## config.mk

```make
export PLATFORM = sky130hd
export DESIGN_NAME = fp_mult_scheduler
export DESIGN_NICKNAME = d
export VERILOG_FILES = /design/src/rtl/fp_mult_scheduler.sv
export SDC_FILE = /design/constraint.sdc
export NUM_CORES = 1
export LEC_CHECK = 0
export BUFFER_PORTS_ARGS = -buffer_cell sky130_fd_sc_hd__buf_2
export CORE_AREA = 2 2 129 131
export CTS_BUF_LIST = sky130_fd_sc_hd__clkbuf_4 sky130_fd_sc_hd__clkbuf_8
export DETAILED_ROUTE_END_ITERATION = 10
export DIE_AREA = 0 0 131 133
export PLACE_DENSITY = 0.78
export SKIP_LAST_GASP = 1
export SLEW_MARGIN = 30
export SYNTH_ARGS = -nofsm -noshare
export SYNTH_HDL_FRONTEND = slang
export SYNTH_SLANG_ARGS = --single-unit
```

## constraint.sdc

```tcl
create_clock -name clk -period 3 [get_ports clk]
set_input_delay 0.6 -clock clk [delete_from_list [all_inputs] [get_ports clk]]
set_output_delay 0.6 -clock clk [all_outputs]
set_load 0.02 [all_outputs]
```

## src/rtl/fp_mult_scheduler.sv

```systemverilog
// Round-robin scheduler sharing one pipelined FP multiplier among NREQ requesters.
// Optional STATUS_STICKY_EN adds per-requester sticky status flags (sticky_status / sticky_clr).
module fp_mult_scheduler #(
  parameter int NREQ = 2,
  parameter int LAT  = 2
) (
  input  logic               clk,
  input  logic               rst,
  input  logic [NREQ-1:0]    req_valid,
  output logic [NREQ-1:0]    req_ready,
  input  logic [NREQ*32-1:0] req_a,
  input  logic [NREQ*32-1:0] req_b,
  input  logic [NREQ*3-1:0]  req_rnd,
  output logic [NREQ-1:0]    resp_valid,
  input  logic [NREQ-1:0]    resp_ready,
  output logic [NREQ*32-1:0] resp_z,
  output logic [NREQ*8-1:0]  resp_status,
  output logic [31:0]        mult_a,
  output logic [31:0]        mult_b,
  output logic [2:0]         mult_rnd,
  output logic               mult_valid,
  input  logic [31:0]        mult_z,
  input  logic [0:7]         mult_status,
  output logic               busy
`ifdef STATUS_STICKY_EN
  ,
  output logic [NREQ*8-1:0]  sticky_status,
  input  logic [NREQ-1:0]    sticky_clr
`endif
);

  localparam int IW = $clog2(NREQ);

  logic [NREQ-1:0]    outstanding_q;
  logic [NREQ-1:0]    respValid_q;
  logic [NREQ*32-1:0] respZ_q;
  logic [NREQ*8-1:0]  respStatus_q;
  logic [IW-1:0]      ptr_q, ptr_d;
  logic [31:0]        multA_q, multB_q;
  logic [2:0]         multRnd_q;
  logic               multValid_q;
  logic [IW-1:0]      issueIdx_q;
  logic [LAT-1:0]     tagValid_q;
  logic [IW-1:0]      tagIdx_q [LAT];

  logic [NREQ-1:0] eligible;
  logic [NREQ-1:0] grant;
  logic [NREQ-1:0] respFire;
  logic            grantAny;
  logic [IW-1:0]   grantIdx;
  logic [IW-1:0]   cand;
  logic            capValid;
  logic [IW-1:0]   capIdx;

  assign eligible = req_valid & ~outstanding_q & {NREQ{~rst}};
  assign respFire = respValid_q & resp_ready;
  assign capValid = tagValid_q[LAT-1];
  assign capIdx   = tagIdx_q[LAT-1];

  // Rotating priority: the first eligible requester at or after ptr_q wins.
  always_comb begin
    grant    = '0;
    grantAny = 1'b0;
    grantIdx = '0;
    cand     = '0;
    for (int k = 0; k < NREQ; k++) begin
      cand = IW'((int'(ptr_q) + k) % NREQ);
      if (!grantAny && eligible[cand]) begin
        grantAny    = 1'b1;
        grantIdx    = cand;
        grant[cand] = 1'b1;
      end
    end
    ptr_d = ptr_q;
    if (grantAny)
      ptr_d = (int'(grantIdx) == NREQ - 1) ? '0 : grantIdx + IW'(1);
  end

  always_ff @(posedge clk) begin
    if (rst) begin
      ptr_q         <= '0;
      multA_q       <= '0;
      multB_q       <= '0;
      multRnd_q     <= '0;
      multValid_q   <= 1'b0;
      issueIdx_q    <= '0;
      tagValid_q    <= '0;
      for (int s = 0; s < LAT; s++) tagIdx_q[s] <= '0;
      outstanding_q <= '0;
      respValid_q   <= '0;
      respZ_q       <= '0;
      respStatus_q  <= '0;
    end else begin
      ptr_q       <= ptr_d;
      multValid_q <= grantAny;
      if (grantAny) begin
        multA_q    <= req_a[32*grantIdx +: 32];
        multB_q    <= req_b[32*grantIdx +: 32];
        multRnd_q  <= req_rnd[3*grantIdx +: 3];
        issueIdx_q <= grantIdx;
      end
      // Tag pipe runs in step with the multiplier so results land in the right buffer.
      tagValid_q[0] <= multValid_q;
      tagIdx_q[0]   <= issueIdx_q;
      for (int s = 1; s < LAT; s++) begin
        tagValid_q[s] <= tagValid_q[s-1];
        tagIdx_q[s]   <= tagIdx_q[s-1];
      end
      for (int i = 0; i < NREQ; i++) begin
        if (grant[i])
          outstanding_q[i] <= 1'b1;
        else if (respFire[i])
          outstanding_q[i] <= 1'b0;
        if (capValid && capIdx == IW'(i)) begin
          respValid_q[i]         <= 1'b1;
          respZ_q[32*i +: 32]    <= mult_z;
          respStatus_q[8*i +: 8] <= mult_status;
        end else if (respFire[i]) begin
          respValid_q[i] <= 1'b0;
        end
      end
    end
  end

`ifdef STATUS_STICKY_EN
  logic [NREQ*8-1:0] sticky_q;

  // A clear arriving with a capture still keeps that capture's flags.
  always_ff @(posedge clk) begin
    if (rst) begin
      sticky_q <= '0;
    end else begin
      for (int i = 0; i < NREQ; i++) begin
        if (capValid && capIdx == IW'(i))
          sticky_q[8*i +: 8] <= (sticky_clr[i] ? 8'h00 : sticky_q[8*i +: 8]) | mult_status;
        else if (sticky_clr[i])
          sticky_q[8*i +: 8] <= 8'h00;
      end
    end
  end

  assign sticky_status = sticky_q;
`endif

  assign req_ready   = grant;
  assign resp_valid  = respValid_q;
  assign resp_z      = respZ_q;
  assign resp_status = respStatus_q;
  assign mult_a      = multA_q;
  assign mult_b      = multB_q;
  assign mult_rnd    = multRnd_q;
  assign mult_valid  = multValid_q;
  assign busy        = |outstanding_q;

endmodule

```

==> results.yml <==
synth:
  yosysWarningCount: 0
  synth.lib_cells_used.distinct: 22
  post_synth_and_or_nand_nor_area_fraction_pct: 22.0
  async_reset_ff_share_pct: 0
  synth.yosys.seq_area_share_pct: 53.5
  most_used_flip_flop_cell_after_synthesis: "dfxtp_1"
  synth.ff_latch_count: 158
  mappedNetlistArea_mm2: 0.00591
  synth_cells: 627
  net_count_after_synthesis: 807
  synth_xor_xnor_area_share_pct: 0
  yosys-mux-area-fraction_pct: 0
  synth_top_family_by_area: "simple AND/OR/NAND/NOR gates"
  count_of_flip_flops_with_a_built_in_enable_after_synthesis: 0
  synthesis.area_per_instance_um2: 9.43
  yosys.area_share.adder_pct: 0
  synth-compound-area-share_pct: 19.6
setup_path:
  worstSetupPathType: "reg -> out"
  worstPathBufferInverterCount: 1
  critical_path.endpoint_type: "output pin"
  crit_path_max_fanout: 5
  cp_data_required_time_ps: 2400
  cp_slowest_stage_delay_ps: 460
  crit_path_cell_trace: "and3b_1, nor3_4, buf_2"
  timing.critical_path.arrival_ps: 1520
  startpoint_type: "register"
  critical_path.top_delay_family: "flip-flops"
  worst_path_max_delay_cell: "dfxtp_1"
power:
  power.share.switching_pct: 29.5
  share_seq_of_total_power_pct: 50.6
  clkPwrFrac_pct: 33.6
  total_power_uw: 4490
  power.density_mw_per_mm2: 555
  switching_power_uw: 1320
  p_comb_share_pct: 15.9
  power.ir.vdd_worst_mv: 0.244
  cellLeakagePower_uw: 0.00360
  internal_power_uw: 3170
grt:
  grt.overflow.total: 0
  grt_start_max_net_pins: 69
  grt_antenna_before_repair: 2
  grt_pass1_wl_um: 28400
  grt_pass1_vias: 5646
  grt_util_all_layers_pct: 20.5
cts:
  cts_max_path_buffers: 2
  clock_insertion_delay_worst_skew_ps: 450
  tritoncts: "yes"
  htree_levels: 4
  post_cts.repair.setup_buffers: 0
  number_of_clock_buffers_inserted_by_tritoncts: 17
  cts_hold_buf: 0
  clock_sink_count: 158
  worst_setup_hold_path_clk_slew_ps: 100
  master_cell_of_the_clock_root_buffer: "clkbuf_8"
  cts-resized-gates: 0
final_layout:
  mostFrequentLayoutCells: "buf_2 (331), nand2_1 (161), dfxtp_1 (158)"
  final_nets: 1105
  fraction_of_final_layout_cells_with_drive_strength_greater_than_1_pct: 41.0
  final_util_pct: 50.0
  area_growth_pct: 36.8
  mostFrequentLayoutCell: "buf_2"
timing:
  final_slew_violations: 0
  slew_headroom_pct: 49.9
  layout_worst_path_cycle_share_pct: 70.7
  total_negative_setup_slack_ps: 0
  finalHoldViolations: 0
  fmaxAchievable_ghz: 0.472
  setup_viol: 0
  final_period_minus_worst_setup_slack_ps: 2120
  fin_worst_skew_ps: 18.9
  grt_setup_unrepaired: "no"
  worst_slew_pin_slew_ps: 752
outcome:
  status: "completed"
drt:
  wl_per_cell_um: 16.2
  post_drt_antenna_nets: 0
  vias_per_cell: 5.16
  drcViolationCount: 0
  finalWirelength_um: 18800
  num_vias: 5984
  drt-pass1-iter-count: 4
  drtIter0Drc: 223
die:
  core_region_area_mm2: 0.0162
  placement_rows: 47
  start_util_pct: 36.6
  design.portCount: 333
  die-area_mm2: 0.0174
  die_y_um: 133
  dieWidth_um: 131
min_path:
  min-delay-path-class: "in -> reg"
place:
  dpl.hpwl_um: 13000
  portBuffers: 332
  gp_routability_congestion: 0.791
run:
  max_cap_viol_count: 0
==> power by group through the flow <==
| stage | Sequential (uW) | Clock (uW) | Combinational [uW] |
|---|---|---|---|
| after detailed placement | 2310 | 0 | 716 |
| final | 2270 | 1510 | 713 |
| after CTS | 2270 | 1570 | 717 |
| after global placement | 2320 | 0 | 707 |
| after global routing | 2290 | 1660 | 766 |
| after floorplan | 2450 | 0 | 275 |
==> cells by family after synthesis <==
kind of cell           after synthesis
DFF                                158
and+or+nand+nor                    245
buffers and inverters               67
AOI/OAI and AO/OA                  157
==> cells in the mapped netlist, drive strengths merged, types with 2 or more instances <==
cell    count  area (um2)
a221o      67         671
o21ba       2        20.0
buf        29         150
clkbuf     37         139
dfxtp     158        3160
a211oi      2        27.5
a21oi      83         415
a21boi      2        15.0
nand2b      5        31.3
nor4b      67         587
nand2     161         604
nor2b       7        43.8
==> stage by stage <==
step / cells / cell area [um2] / hold WS, ps / worst slack [ps]
6_report: 1160 / 8090 / 370 / 880
5_1_grt: 1160 / 8090 / 333 / 743
4_1_cts: 1157 / 8060 / 328 / 805
3_5_place_dp: 1125 / 7680 / 427 / 905
3_3_place_gp: 1125 / 7680 / 417 / 936
2_1_floorplan: 627 / 5910 / 414 / 1000
==> cell type report <==
cell class	instances	area, um2
tap	220	275
fill	1537	8080
timing repair buffer	345	1780
clock buffer	20	275
clock inverter	12	101
multi-input combinational	402	2490
antenna	2	5.00
inverter	1	3.75
sequential	158	3160
==> worst register-to-register path: cells and delay by family (launching register included) <==
kind / cells / cell delay (ps)
buffers and inverters: 1 / 600
AOI/OAI and AO/OA: 2 / 590
and+or+nand+nor: 1 / 220
DFF: 1 / 390
==> sequential cells by signal, indices dropped and copies added (netlist names), 3 cells and up <==
name         count
mult_a          32
mult_b          32
resp_z          64
mult_rnd         3
resp_status     16
==> per-layer routing <==
layer  GRT usage, %  part of all wire [%]  up-vias
li1               -                     -     2867
met1           24.1                    40     2825
met2           35.0                    50      273
met3           7.56                   8.8       19
met4           5.67                   1.2        0
met5              0                     0        -
==> final timing paths <==
path / startpoint / end / slack (ps) / depth (start not counted)
setup / recovery: outstanding_q[1]$_SDFFE_PP0P_ / req_ready[0] / 880 / 3
hold / removal: req_b[48] / mult_b[16]$_SDFFE_PP0P_ / 370 / 2
setup reg to reg: outstanding_q[1]$_SDFFE_PP0P_ / mult_b[3]$_SDFFE_PP0P_ / 1150 / 4
hold reg to reg: tagIdx_q[0][0]$_SDFF_PP0_ / tagIdx_q[0][1]$_SDFF_PP0_ / 440 / 1
No activity file was read; power rests on OpenSTA's default activity.
